**config.mk**
```make
export PLATFORM = sky130hd
export DESIGN_NAME = cache_ctrl_flat
export DESIGN_NICKNAME = d
export VERILOG_FILES = /design/src/rtl/cache_pkg.sv /design/src/rtl/cache_ctrl_if.sv /design/src/rtl/cache_ctrl.sv /design/src/flat_wrapper.sv
export SDC_FILE = /design/constraint.sdc
export NUM_CORES = 1
export LEC_CHECK = 0
export CORE_AREA = 5 5 124 126
export CTS_BUF_LIST = sky130_fd_sc_hd__clkbuf_2 sky130_fd_sc_hd__clkbuf_4 sky130_fd_sc_hd__clkbuf_8
export CTS_CLUSTER_SIZE = 20
export DETAILED_ROUTE_END_ITERATION = 6
export DIE_AREA = 0 0 129 131
export HOLD_SLACK_MARGIN = 0.1
export PLACE_DENSITY = 0.77
export RECOVER_POWER = 50
export SLEW_MARGIN = 20
export SYNTH_ARGS = -nofsm -noshare
export SYNTH_HDL_FRONTEND = slang
export SYNTH_SLANG_ARGS = --single-unit
```
**constraint.sdc**
```tcl
create_clock -name clk_i -period 2 [get_ports clk_i]
set_clock_uncertainty 0.1 [all_clocks]
set_input_delay 0.5 -clock clk_i [delete_from_list [all_inputs] [get_ports clk_i]]
set_output_delay 0.5 -clock clk_i [all_outputs]
set_load 0.02 [all_outputs]
```
**src/rtl/cache_pkg.sv**
```systemverilog
// Shared types and address helpers for the direct-mapped cache controller.
// Geometry comes from the CACHE_T (tag bits) and CACHE_B (byte-offset bits)
// macros, which default to a 26-bit tag and 16-byte lines.
//   state_t      : controller FSM states
//   addr_tag     : tag field of a byte address
//   addr_index   : line index field of a byte address
//   addr_word    : word offset within the line
//   word_addr    : rebuilds a word-aligned byte address from its fields
`ifndef CACHE_T
`define CACHE_T 26
`endif
`ifndef CACHE_B
`define CACHE_B 4
`endif

package cache_pkg;
    localparam int TAG_WIDTH    = `CACHE_T;
    localparam int OFFSET_WIDTH = `CACHE_B;
    localparam int INDEX_WIDTH  = 32 - TAG_WIDTH - OFFSET_WIDTH;
    localparam int WORD_WIDTH   = OFFSET_WIDTH - 2;
    localparam int LINE_SIZE    = 2 ** WORD_WIDTH;

    typedef logic [TAG_WIDTH-1:0]   tag_t;
    typedef logic [INDEX_WIDTH-1:0] index_t;
    typedef logic [WORD_WIDTH-1:0]  word_off_t;

    typedef enum logic [1:0] {
        IDLE      = 2'd0,
        LOOKUP    = 2'd1,
        WRITEBACK = 2'd2,
        REFILL    = 2'd3
    } state_t;

    function automatic tag_t addr_tag(input logic [31:0] addr);
        return addr[31:32-TAG_WIDTH];
    endfunction

    function automatic index_t addr_index(input logic [31:0] addr);
        return addr[OFFSET_WIDTH+INDEX_WIDTH-1:OFFSET_WIDTH];
    endfunction

    function automatic word_off_t addr_word(input logic [31:0] addr);
        return addr[OFFSET_WIDTH-1:2];
    endfunction

    function automatic logic [31:0] word_addr(input tag_t tag, input index_t index,
                                              input word_off_t word);
        return {tag, index, word, 2'b00};
    endfunction
endpackage

```
**src/rtl/cache_ctrl_if.sv**
```systemverilog
// Bus interfaces around the cache controller.
//   cpu_bus_if  : CPU memory stage <-> controller. master = CPU, slave = controller.
//                 req/we/addr/wdata in; ready (one-cycle pulse) and rdata out.
//   line_bus_if : controller -> selected line of the external line array.
//                 master = controller, slave = line array.
//   mem_bus_if  : controller -> memory bus. master = controller, slave = memory.
//
// Handshake rule for the memory bus: a word transfers on every rising edge
// where req and ready are both high. The master keeps req, we, addr and wdata
// stable until that edge; ready is meaningless while req is low and may
// already be high in the first cycle req is raised. On the CPU side the
// requester raises req in a single cycle while the controller is idle and then
// waits for the ready pulse; req seen while busy is ignored.

interface cpu_bus_if;
    logic        req;
    logic        we;
    logic [31:0] addr;
    logic [31:0] wdata;
    logic        ready;
    logic [31:0] rdata;

    modport master (output req, we, addr, wdata, input ready, rdata);
    modport slave  (input req, we, addr, wdata, output ready, rdata);
endinterface

interface line_bus_if;
    cache_pkg::index_t    index;
    logic                 we;
    logic                 set_valid;
    logic                 set_dirty;
    cache_pkg::tag_t      tag;
    cache_pkg::word_off_t offset;
    logic [31:0]          wdata;
    logic                 valid;
    logic                 dirty;
    cache_pkg::tag_t      stored_tag;
    logic                 hit;
    logic [31:0]          rdata;

    modport master (output index, we, set_valid, set_dirty, tag, offset, wdata,
                    input valid, dirty, stored_tag, hit, rdata);
    modport slave  (input index, we, set_valid, set_dirty, tag, offset, wdata,
                    output valid, dirty, stored_tag, hit, rdata);
endinterface

interface mem_bus_if;
    logic        req;
    logic        we;
    logic [31:0] addr;
    logic [31:0] wdata;
    logic        ready;
    logic [31:0] rdata;

    modport master (output req, we, addr, wdata, input ready, rdata);
    modport slave  (input req, we, addr, wdata, output ready, rdata);
endinterface

```
**src/rtl/cache_ctrl.sv**
```systemverilog
// Direct-mapped, single-port cache controller. Takes one CPU access at a
// time, resolves hits from the line selected by the latched index, and on a
// miss writes back a dirty victim word by word and then refills the line
// before completing the access as a hit.
// Ports:
//   clk_i, rst_i : clock, synchronous active-high reset
//   cpu          : CPU request / completion (slave side)
//   line         : line array select, write and status (master side)
//   mem          : word-wide memory bus (master side)
//   dbg_state    : current FSM state
module cache_ctrl
    import cache_pkg::*;
(
    input  logic        clk_i,
    input  logic        rst_i,
    cpu_bus_if.slave    cpu,
    line_bus_if.master  line,
    mem_bus_if.master   mem,
    output state_t      dbg_state
);

    state_t      state;
    word_off_t   count;
    logic        req_we;
    tag_t        req_tag;
    index_t      req_index;
    word_off_t   req_word;
    logic [31:0] req_wdata;

    logic last_word;
    assign last_word = (count == word_off_t'(LINE_SIZE - 1));

    // ---------------- state and latched request ----------------
    always_ff @(posedge clk_i) begin
        if (rst_i) begin
            state     <= IDLE;
            count     <= '0;
            req_we    <= 1'b0;
            req_tag   <= '0;
            req_index <= '0;
            req_word  <= '0;
            req_wdata <= '0;
        end else begin
            case (state)
                IDLE: begin
                    if (cpu.req) begin
                        req_we    <= cpu.we;
                        req_tag   <= addr_tag(cpu.addr);
                        req_index <= addr_index(cpu.addr);
                        req_word  <= addr_word(cpu.addr);
                        req_wdata <= cpu.wdata;
                        state     <= LOOKUP;
                    end
                end
                LOOKUP: begin
                    if (line.hit) begin
                        state <= IDLE;
                    end else begin
                        count <= '0;
                        state <= (line.valid && line.dirty) ? WRITEBACK : REFILL;
                    end
                end
                WRITEBACK: begin
                    if (mem.ready) begin
                        count <= count + 1'b1;  // wraps to 0 after the last word
                        if (last_word) state <= REFILL;
                    end
                end
                REFILL: begin
                    if (mem.ready) begin
                        count <= count + 1'b1;
                        // The line now holds the requested tag, so LOOKUP hits.
                        if (last_word) state <= LOOKUP;
                    end
                end
                default: state <= IDLE;
            endcase
        end
    end

    // ---------------- output decode ----------------
    logic        cpu_ready;
    logic [31:0] cpu_rdata;
    logic        line_we;
    logic        set_valid;
    logic        set_dirty;
    tag_t        line_tag;
    word_off_t   line_offset;
    logic [31:0] line_wdata;
    logic        mem_req;
    logic        mem_we;
    logic [31:0] mem_addr;
    logic [31:0] mem_wdata;

    always_comb begin
        cpu_ready   = 1'b0;
        cpu_rdata   = '0;
        line_we     = 1'b0;
        set_valid   = 1'b0;
        set_dirty   = 1'b0;
        line_tag    = req_tag;
        line_offset = req_word;
        line_wdata  = '0;
        mem_req     = 1'b0;
        mem_we      = 1'b0;
        mem_addr    = '0;
        mem_wdata   = '0;
        case (state)
            LOOKUP: begin
                if (line.hit) begin
                    cpu_ready = 1'b1;
                    if (req_we) begin
                        line_we    = 1'b1;
                        set_valid  = 1'b1;
                        set_dirty  = 1'b1;
                        line_wdata = req_wdata;
                    end else begin
                        cpu_rdata = line.rdata;
                    end
                end
            end
            WRITEBACK: begin
                // Compare against the stored tag so the victim line hits and
                // returns its words.
                line_tag    = line.stored_tag;
                line_offset = count;
                mem_req     = 1'b1;
                mem_we      = 1'b1;
                mem_addr    = word_addr(line.stored_tag, req_index, count);
                mem_wdata   = line.rdata;
            end
            REFILL: begin
                line_offset = count;
                mem_req     = 1'b1;
                mem_addr    = word_addr(req_tag, req_index, count);
                if (mem.ready) begin
                    line_we    = 1'b1;
                    set_valid  = 1'b1;
                    line_wdata = mem.rdata;
                end
            end
            default: ;
        endcase
        // A reset abandons whatever is in flight: no completion, no line write.
        if (rst_i) begin
            cpu_ready = 1'b0;
            line_we   = 1'b0;
        end
    end

    assign cpu.ready      = cpu_ready;
    assign cpu.rdata      = cpu_rdata;
    assign line.index     = req_index;
    assign line.we        = line_we;
    assign line.set_valid = set_valid;
    assign line.set_dirty = set_dirty;
    assign line.tag       = line_tag;
    assign line.offset    = line_offset;
    assign line.wdata     = line_wdata;
    assign mem.req        = mem_req;
    assign mem.we         = mem_we;
    assign mem.addr       = mem_addr;
    assign mem.wdata      = mem_wdata;
    assign dbg_state      = state;

endmodule
```
**src/flat_wrapper.sv**
```systemverilog
// flat-port wrapper written by rule: the top's interface ports become plain ports
module cache_ctrl_flat import cache_pkg::*;
  (clk_i, rst_i, dbg_state, cpu_req, cpu_we, cpu_addr, cpu_wdata, cpu_ready, cpu_rdata, line_index, line_we, line_set_valid, line_set_dirty, line_tag, line_offset, line_wdata, line_valid, line_dirty, line_stored_tag, line_hit, line_rdata, mem_req, mem_we, mem_addr, mem_wdata, mem_ready, mem_rdata);
  cpu_bus_if cpu_i ();
  line_bus_if line_i ();
  mem_bus_if mem_i ();
  input  logic clk_i;
  input  logic rst_i;
  output state_t dbg_state;
  input wire logic [$bits(cpu_i.req)-1:0] cpu_req;
  input wire logic [$bits(cpu_i.we)-1:0] cpu_we;
  input wire logic [$bits(cpu_i.addr)-1:0] cpu_addr;
  input wire logic [$bits(cpu_i.wdata)-1:0] cpu_wdata;
  output wire logic [$bits(cpu_i.ready)-1:0] cpu_ready;
  output wire logic [$bits(cpu_i.rdata)-1:0] cpu_rdata;
  output wire logic [$bits(line_i.index)-1:0] line_index;
  output wire logic [$bits(line_i.we)-1:0] line_we;
  output wire logic [$bits(line_i.set_valid)-1:0] line_set_valid;
  output wire logic [$bits(line_i.set_dirty)-1:0] line_set_dirty;
  output wire logic [$bits(line_i.tag)-1:0] line_tag;
  output wire logic [$bits(line_i.offset)-1:0] line_offset;
  output wire logic [$bits(line_i.wdata)-1:0] line_wdata;
  input wire logic [$bits(line_i.valid)-1:0] line_valid;
  input wire logic [$bits(line_i.dirty)-1:0] line_dirty;
  input wire logic [$bits(line_i.stored_tag)-1:0] line_stored_tag;
  input wire logic [$bits(line_i.hit)-1:0] line_hit;
  input wire logic [$bits(line_i.rdata)-1:0] line_rdata;
  output wire logic [$bits(mem_i.req)-1:0] mem_req;
  output wire logic [$bits(mem_i.we)-1:0] mem_we;
  output wire logic [$bits(mem_i.addr)-1:0] mem_addr;
  output wire logic [$bits(mem_i.wdata)-1:0] mem_wdata;
  input wire logic [$bits(mem_i.ready)-1:0] mem_ready;
  input wire logic [$bits(mem_i.rdata)-1:0] mem_rdata;
  assign cpu_i.req = cpu_req;
  assign cpu_i.we = cpu_we;
  assign cpu_i.addr = cpu_addr;
  assign cpu_i.wdata = cpu_wdata;
  assign cpu_ready = cpu_i.ready;
  assign cpu_rdata = cpu_i.rdata;
  assign line_index = line_i.index;
  assign line_we = line_i.we;
  assign line_set_valid = line_i.set_valid;
  assign line_set_dirty = line_i.set_dirty;
  assign line_tag = line_i.tag;
  assign line_offset = line_i.offset;
  assign line_wdata = line_i.wdata;
  assign line_i.valid = line_valid;
  assign line_i.dirty = line_dirty;
  assign line_i.stored_tag = line_stored_tag;
  assign line_i.hit = line_hit;
  assign line_i.rdata = line_rdata;
  assign mem_req = mem_i.req;
  assign mem_we = mem_i.we;
  assign mem_addr = mem_i.addr;
  assign mem_wdata = mem_i.wdata;
  assign mem_i.ready = mem_ready;
  assign mem_i.rdata = mem_rdata;
  cache_ctrl u_core (.clk_i(clk_i), .rst_i(rst_i), .cpu(cpu_i), .line(line_i), .mem(mem_i), .dbg_state(dbg_state));
endmodule
```
==> qor.yml, run 1 <==
status:
  status: "complete, but fails checks"
  violations: "negative setup slack"
floorplanning:
  dieWidth_um: 129
  pin_count: 328
  die_area_um2: 16900
  die_h_um: 131
  core_area_um2: 14200
  rows: 44
  initial_core_util: 0.285
clock_tree:
  clockBufferDepth: 2
  hold_buffers: 0
  htreeDepth: 3
  cts_buffers: 9
  root_buffer: "clkbuf_8"
  insertion_delay_ps: 340
  tritoncts: "built"
  clk_pin_slew_ps: 70
  clock-sinks: 67
logic_synthesis:
  synth_seq_area_share: 0.331
  synth_edf_count: 0
  synth_top_cell_area_share: 0.331
  synthTopCellsByArea: "dfxtp_1, nand2_1, and2_1"
  synthesis.instances: 561
  synth_seq_cells: 67
  synth.distinct_cells: 31
  async_reset_ff_frac: 0
  ys.flop_type: "dfxtp_1"
  yosysWarnings: 0
  netlist_area_um2: 4050
  synth_area_leader_cell: "dfxtp_1"
  postSynthAreaPerCell_um2: 7.22
power_and_ir_drop:
  leakagePower_nw: 3.89
  power.total_w: 0.00461
  power_density_nw_per_um2: 484
  ir_worst_vdd_mv: 0.301
routing:
  route.detailed.drc: 0
  vias: 5427
  drt-vias-per-instance: 4.86
  antenna_left: 0
  first_pass_iters: 4
  first_iter_violations: 289
  wl_per_cell_um: 19.4
  wl_mm: 21.6
critical_path:
  end_kind: "output pin"
  critPathRequiredTime_ps: 1400
  critical_path_class: "reg -> out"
  path_max_fanout: 7
  startpoint_type: "register"
  worstPathArrival_ps: 1800
global_route:
  grt_max_degree: 68
  grt_antenna_before_repair: 1
  grtUsageMet1: 0.251
  grt_pass1_vias: 5299
  busiest_layer: "met2"
  grt_overflow: 0
  grt.met3_usage: 0.0484
  track_usage: 0.223
  grt_pass1_wl_mm: 29.2
  grt_use_met2: 0.409
finish:
  layoutNonFillerInstCount: 1116
  multi_input_area_um2: 3240
  final_util: 0.670
  final.fill_count: 1129
  regArea_um2: 1350
  area_growth_pct: 135
  nets: 1098
  layout-drive-gt1-share: 0.495
sta:
  timing.fmax_mhz: 417
  rsz0062_at_grt: "yes"
  fin_setup_tns_ps: -47460
  setup_viol: 160
  tightestPinTransition_ps: 737
  final_max_slew_viol_count: 0
  layout_setup_ws_ps: -397
  min_period_over_period: 1.20
  min_period_ps: 2400
  finalHoldViolCount: 0
  maxSlewHeadroom: 0.509
place:
  place_inst: 1058
  io_buffers: 323
  dp_hpwl_mm: 14.1
  place.gp.congestion: 0.834
worst_hold_path:
  hp-class: "reg -> reg"
flow_run:
  maxCapViolCount: 0
metrics by stage:
step / hold WS (ps) / cell area [um^2] / worst slack, ps
after floorplan: 334 / 4420 / -32.9
after global placement: 341 / 8000 / -879
after detailed placement: 344 / 8000 / -920
after CTS: 355 / 8960 / -462
after global routing: 377 / 9520 / -455
final: 356 / 9520 / -397
per-layer routing:
layer,wire [um],vias to the layer above,share of wire
met5,0,-,0
met4,531,0,0.025
met3,1540,32,0.071
met2,11500,221,0.53
met1,8010,2551,0.37
li1,-,2623,-
flip-flops by register name, summed over array words and instances, names as in the netlist:
register / count
u_core.line.index: 2
u_core.req_word: 2
u_core.req_tag: 26
u_core.count: 2
u_core.dbg_state: 2
u_core.req_wdata: 32
u_core.req_we: 1
power breakdown:
group          switching, W  leakage (nW)  internal [W]
Clock              0.000512         0.106      0.000664
Sequential         0.000103         0.551       0.00145
Combinational      0.000877          3.23       0.00101
what timing repair did:
item                                    in CTS  in global routing
buffers inserted                            23                 10
resized for setup                          904                190
pin swaps                                   56                 69
endpoints found under the setup margin     163                164
gates cloned                                10                  7
final timing paths:
path | depth (start not counted) | slack (ps) | start | to
min | 2 | 360 | u_core.req_word[1] | u_core.req_word[1]
min reg2reg | 2 | 360 | u_core.req_word[1] | u_core.req_word[1]
max | 8 | -400 | u_core.dbg_state[1] | line_offset[1]
max reg2reg | 7 | -40 | u_core.dbg_state[1] | u_core.count[1]
cells in the final DEF, fill, tap and decap left out, types with 9 or more instances in the layout:
master | synthesis | layout
mux2_4 | 0 | 15
clkbuf_8 | 0 | 11
clkdlybuf4s50_1 | 0 | 159
nor2_4 | 0 | 15
mux2_2 | 24 | 9
dfxtp_1 | 67 | 65
buf_2 | 9 | 13
and2_4 | 0 | 69
buf_4 | 2 | 31
a21oi_1 | 69 | 65
a22o_1 | 11 | 11
buf_6 | 1 | 162
nor2_2 | 1 | 26
a22oi_2 | 0 | 43
nand2_1 | 136 | 132
buf_12 | 0 | 18
logic make-up (layout without fill, tap and decap cells):
logic type / after synthesis / count (layout) / share of synthesized area
compound gates: 141 / 141 / 0.221
fa+ha+maj: 9 / 9 / 0.0278
buf+inv: 60 / 429 / 0.0621
flops: 67 / 67 / 0.331
mux: 24 / 24 / 0.0668
other cells: 1 / 3 / 0.000926
simple gates: 259 / 259 / 0.290
cell type report:
type | count | share of cell area
Antenna cell | 1 | 0.000263
Clock buffer | 13 | 0.0175
Clock inverter | 2 | 0.00368
Inverter | 9 | 0.00434
Multi-Input combinational cell | 435 | 0.340
Sequential cell | 67 | 0.142
Tap cell | 184 | 0.0242
Timing Repair Buffer | 405 | 0.468
cell usage after synthesis (2+ instances only):
cell	count
a22o_1	11
a22oi_1	43
nor2_1	45
inv_1	9
o21bai_1	3
a311oi_1	2
and2_1	70
buf_4	2
o21ai_0	5
ha_1	9
dfxtp_1	67
clkbuf_1	32
buf_1	7
and3_1	3
buf_2	9
a21oi_1	69
a21o_1	3
nand2_1	136
mux2_2	24
critical path, stage by stage, from the launching register on:
cell     delay [ps]
dfxtp_4         370
buf_12          130
ha_4            210
nor2_4          150
buf_6           120
inv_4            40
and2_4          140
a21o_1          160
buf_6           130
(Power assumes the default switching activity.)
==> run 2, diff against run 1 <==
--- a/config.mk
+++ b/config.mk
@@ -5,13 +5,13 @@
 export SDC_FILE = /design/constraint.sdc
 export NUM_CORES = 1
 export LEC_CHECK = 0
-export CORE_AREA = 5 5 124 126
+export CORE_AREA = 2 2 128 130
 export CTS_BUF_LIST = sky130_fd_sc_hd__clkbuf_2 sky130_fd_sc_hd__clkbuf_4 sky130_fd_sc_hd__clkbuf_8
 export CTS_CLUSTER_SIZE = 20
 export DETAILED_ROUTE_END_ITERATION = 6
-export DIE_AREA = 0 0 129 131
+export DIE_AREA = 0 0 130 132
 export HOLD_SLACK_MARGIN = 0.1
-export PLACE_DENSITY = 0.77
+export PLACE_DENSITY = 0.7
 export RECOVER_POWER = 50
 export SLEW_MARGIN = 20
 export SYNTH_ARGS = -nofsm -noshare
==> qor.yml, run 2 (synthesis gave the netlist of run 1 again) <==
global_route:
  grt_max_degree: 68
  grt_pass1_vias: 5243
  grt_overflow: 0
  grt_pass1_wl_mm: 29.0
  track_usage: 0.217
  grt_antenna_before_repair: 0
power_and_ir_drop:
  power_density_nw_per_um2: 492
  clkPwrFrac: 0.238
  seqPwrFrac: 0.344
  power.switching_w: 0.00150
  ir_worst_vdd_mv: 0.247
  leakagePower_nw: 3.74
  power_frac_comb: 0.418
  internal_power_w: 0.00299
  p_sw_frac: 0.333
sta:
  fin_setup_tns_ps: -48890
  rsz0062_at_grt: "yes"
  tightestPinTransition_ps: 775
  maxSlewHeadroom: 0.483
  whs_ps: 364
  min_period_ps: 2430
  min_period_over_period: 1.22
  finalHoldViolCount: 0
  layout_setup_ws_ps: -433
  final_max_slew_viol_count: 0
  setup_viol: 160
  timing.fmax_mhz: 411
critical_path:
  path_max_fanout: 8
  slowest_stage: "dfxtp_4"
  worstPathArrival_ps: 1830
  path_cells: "inv_4 -> ha_4 -> and3_4 -> buf_12 -> buf_16 -> a22oi_2 -> nor2_2 -> buf_6"
  crit_start: "u_core.dbg_state[1]"
  slowest_delay_ps: 370
  r2r-start: "u_core.dbg_state[0]"
  critPathRequiredTime_ps: 1400
  end_kind: "output pin"
  startpoint_type: "register"
  critical_path_class: "reg -> out"
status:
  violations: "negative setup slack"
  status: "complete, but fails checks"
finish:
  final_cell_mix: "clkdlybuf4s50_1, nand2_1, buf_6"
  top_register: "u_core.req_wdata"
  reg.largest.list: "u_core.req_wdata (32), u_core.req_tag (26)"
  largest_register_ffs: 32
  final_common_cell: "clkdlybuf4s50_1"
  layout-drive-gt1-share: 0.466
  nets: 1084
  area_growth_pct: 125
  diodes: 0
clock_tree:
  clockBufferDepth: 2
  tritoncts: "built"
  cts_buffers: 9
  htreeDepth: 3
  insertion_delay_ps: 340
  root_buffer: "clkbuf_8"
  clock-sinks: 67
  clk_pin_slew_ps: 80
routing:
  wl_mm: 19.9
  first_pass_iters: 4
  route.detailed.drc: 0
  vias: 5353
  antenna_left: 0
  drt-vias-per-instance: 4.72
  wl_per_cell_um: 17.6
  first_iter_violations: 225
floorplanning:
  initial_core_util: 0.258
  die_area_um2: 17200
  rows: 46
  dieWidth_um: 130
  pin_count: 328
  die_h_um: 132
  core_area_um2: 15700
worst_hold_path:
  hp-class: "reg -> reg"
  hold_start: "u_core.req_wdata[30]"
flow_run:
  maxCapViolCount: 0
place:
  io_buffers: 323
  dp_hpwl_mm: 13.7
  pre_cts_slack_ps: -894
  place.gp.congestion: 0.802
[run 2: critical path, delay by kind of cell (launching register included)]
family | cells | cell delay [ps]
DFF | 1 | 370
AOI/OAI and AO/OA | 1 | 200
buffers and inverters | 4 | 450
and+or+nand+nor | 2 | 310
adders and majority gates | 1 | 160
[run 2: repair_timing]
action,in CTS,in global routing
setup endpoints to repair,162,163
setup buffers,5,13
cloned,7,6
hold buffers,0,0
resized for setup,599,381
pin swaps,36,27
[run 2: power groups by stage]
| stage | sequential, W | combinational [W] | clock [W] |
|---|---|---|---|
| finish | 0.00154 | 0.00188 | 0.00107 |
| global route | 0.00156 | 0.00200 | 0.00117 |
| CTS | 0.00154 | 0.00168 | 0.00110 |
| detailed placement | 0.00156 | 0.00160 | 0 |
| global placement | 0.00156 | 0.00160 | 0 |
| floorplan | 0.00155 | 0.000713 | 0 |
[run 2: final timing paths]
path / endpoint / slack, ps / cells past startpoint
setup reg to reg: u_core.count[1] / 0 / 7
hold reg to reg: u_core.req_wdata[30] / 360 / 2
setup / recovery: line_wdata[23] / -430 / 8
hold / removal: u_core.req_wdata[30] / 360 / 2
[run 2: area by class of cell]
class,instances,area [um^2]
repair buffers,391,4140
clock buffers,12,159
flip-flops and latches,67,1350
fillers,1401,6600
inverters,9,38.8
multi-input cells,435,3130
clock inverters,4,23.8
well taps,216,270
[run 2: through the flow]
stage	utilization	total power [W]	cell area, um^2	std cells
5_1_grt	0.580	0.00472	9120	1134
3_3_place_gp	0.517	0.00316	8120	1089
2_1_floorplan	-	0.00226	4420	562
6_report	0.580	0.00449	9120	1134
3_5_place_dp	0.517	0.00317	8120	1089
4_1_cts	0.545	0.00433	8560	1117
[run 2: metal layers]
layer	part of all wire	vias up	global-route usage	wire length (um)
met5	0	-	0	0
met4	0.022	0	0.0699	434
met3	0.069	25	0.0507	1370
met2	0.52	205	0.380	10400
met1	0.39	2533	0.258	7720
li1	-	2590	-	-
==> run 3, diff against run 2 <==
--- a/config.mk
+++ b/config.mk
@@ -5,13 +5,16 @@
 export SDC_FILE = /design/constraint.sdc
 export NUM_CORES = 1
 export LEC_CHECK = 0
-export CORE_AREA = 2 2 128 130
+export CELL_PAD_IN_SITES_DETAIL_PLACEMENT = 0
+export CELL_PAD_IN_SITES_GLOBAL_PLACEMENT = 1
+export CORE_ASPECT_RATIO = 1.4
+export CORE_MARGIN = 2
+export CORE_UTILIZATION = 20
 export CTS_BUF_LIST = sky130_fd_sc_hd__clkbuf_2 sky130_fd_sc_hd__clkbuf_4 sky130_fd_sc_hd__clkbuf_8
 export CTS_CLUSTER_SIZE = 20
 export DETAILED_ROUTE_END_ITERATION = 6
-export DIE_AREA = 0 0 130 132
 export HOLD_SLACK_MARGIN = 0.1
-export PLACE_DENSITY = 0.7
+export PLACE_DENSITY = 0.82
 export RECOVER_POWER = 50
 export SLEW_MARGIN = 20
 export SYNTH_ARGS = -nofsm -noshare
==> constraint.sdc (replaced) <==
create_clock -name clk_i -period 2 [get_ports clk_i]
set_clock_uncertainty 0.1 [all_clocks]
set_input_delay 0.2 -clock clk_i [delete_from_list [all_inputs] [get_ports clk_i]]
set_output_delay 0.2 -clock clk_i [all_outputs]
set_load 0.02 [all_outputs]
==> qor.yml, run 3 (synthesis gave the netlist of run 1 again) <==
routing:
  drt-vias-per-instance: 4.49
  route.detailed.drc: 0
  wl_per_cell_um: 17.4
  vias: 5293
  antenna_left: 0
  wl_mm: 20.5
  first_pass_iters: 4
  first_iter_violations: 157
sta:
  final_max_slew_viol_count: 0
  tightestPinTransition_ps: 811
  min_period_ps: 2160
  min_period_over_period: 1.08
  rsz0062_at_grt: "yes"
  setup_viol: 73
  maxSlewHeadroom: 0.460
  layout_setup_ws_ps: -163
  finalHoldViolCount: 0
  timing.fmax_mhz: 462
finish:
  area_growth_pct: 117
  final_util: 0.442
  multi_input_area_um2: 2880
  regArea_um2: 1350
  layoutNonFillerInstCount: 1179
  reg.largest.list: "u_core.req_wdata (32), u_core.req_tag (26)"
  nets: 1092
  largest_register_ffs: 32
  design_area_um2: 8760
  top_register: "u_core.req_wdata"
  layout-drive-gt1-share: 0.378
  final_cell_mix: "clkdlybuf4s50_1, nand2_1, buf_4"
  final_common_cell: "clkdlybuf4s50_1"
  final.fill_count: 2021
critical_path:
  end_kind: "output pin"
  slowest_delay_ps: 410
  critPathTopFamily: "buffers and inverters"
  path_buf_inv: 5
  path_max_fanout: 8
  worstPathArrival_ps: 1860
  slowest_stage: "dfxtp_4"
  critPathRequiredTime_ps: 1700
  critical_path_class: "reg -> out"
  path_cells: "inv_4 -> ha_4 -> buf_12 -> buf_16 -> buf_6 -> mux2_4 -> buf_6"
  crit_top_cell: "buf_6"
  startpoint_type: "register"
floorplanning:
  rows: 61
  die_h_um: 172
  initial_core_util: 0.204
  dieWidth_um: 124
  pin_count: 328
  die_area_um2: 21400
  core_area_um2: 19800
power_and_ir_drop:
  ir_worst_vdd_mv: 0.239
  leakagePower_nw: 3.68
  power_density_nw_per_um2: 499
global_route:
  grt_overflow: 0
  grt_pass1_wl_mm: 28.2
  track_usage: 0.168
  grt_pass1_vias: 4846
  grt_antenna_before_repair: 1
  grt_max_degree: 68
status:
  status: "complete, but fails checks"
  violations: "negative setup slack"
clock_tree:
  htreeDepth: 3
  tritoncts: "built"
  clock-sinks: 67
  clk_pin_slew_ps: 80
  insertion_delay_ps: 340
  cts_buffers: 9
  clockBufferDepth: 2
  root_buffer: "clkbuf_8"
place:
  dp_hpwl_mm: 13.6
  io_buffers: 323
  place_inst: 1121
  place.gp.congestion: 0.765
  placed_cell_area_um2: 7820
worst_hold_path:
  hp-class: "in -> reg"
flow_run:
  maxCapViolCount: 0
run 3: cell count changes in the layout (fill, tap and decap cells not counted), sizes merged:
cell           previous run  this run
clkbuf                   22        49
buf                     218       194
clkinv                    2         3
clkdlybuf4s50           160       159
bufinv                    0         1
clkdlybuf4s15             0         3
bufbuf                    1         0
diode                     0         1
inv                      10         9
dlygate4sd2               1         2
dlygate4sd3               0         2
run 3: timing repair:
item,in CTS,in global routing
buffers inserted,5,23
hold buffers,0,0
resized for setup,506,376
pin swaps,7,27
endpoints found under the setup margin,160,157
gates cloned,4,9
run 3: metrics by stage:
step | setup TNS [ps] | hold WS, ps | setup WS (ps) | total power, W
after detailed placement | -21620 | 351 | -269 | 0.00304
after global routing | -14440 | 149 | -216 | 0.00463
after floorplan | 0 | 236 | 2.17 | 0.00218
final | -3770 | 150 | -163 | 0.00437
after CTS | -14650 | 127 | -219 | 0.00426
after global placement | -20620 | 344 | -244 | 0.00303
run 3: path summary, 6_finish.rpt:
path,endpoint,cells past startpoint,slack [ps],start
worst min register to register,u_core.req_word[0],2,360,u_core.req_word[0]
worst max-delay path,line_tag[5],7,-160,u_core.dbg_state[0]
worst min-delay path,u_core.dbg_state[1],3,150,rst_i
worst max register to register,u_core.count[1],7,20,u_core.dbg_state[0]
run 3: where the power goes:
| group | internal [W] | switching, W |
|---|---|---|
| sequential | 0.00145 | 0.000100 |
| clock | 0.000619 | 0.000566 |
| combinational | 0.000870 | 0.000772 |
| total | 0.00294 | 0.00144 |
run 3: worst register-to-register path, cell delays in order (launching register included):
cell	delay [ps]
dfxtp_4	410
inv_4	60
ha_4	220
buf_4	160
buf_6	120
o21ba_1	190
or4b_1	500
a21oi_1	150
run 3: final cells by class:
class	count	area share
sequential	67	0.154
tap	252	0.0360
inverter	9	0.00443
antenna	1	0.000286
clock inverter	5	0.00600
multi-input combinational	435	0.328
clock buffer	11	0.0166
timing repair buffer	399	0.455
run 3: metal layers:
metal	up-vias	global-route usage	part of all wire
li1	2607	-	-
met1	2442	0.193	0.40
met2	226	0.311	0.52
met3	18	0.0356	0.064
met4	0	0.0557	0.017
met5	-	0	0
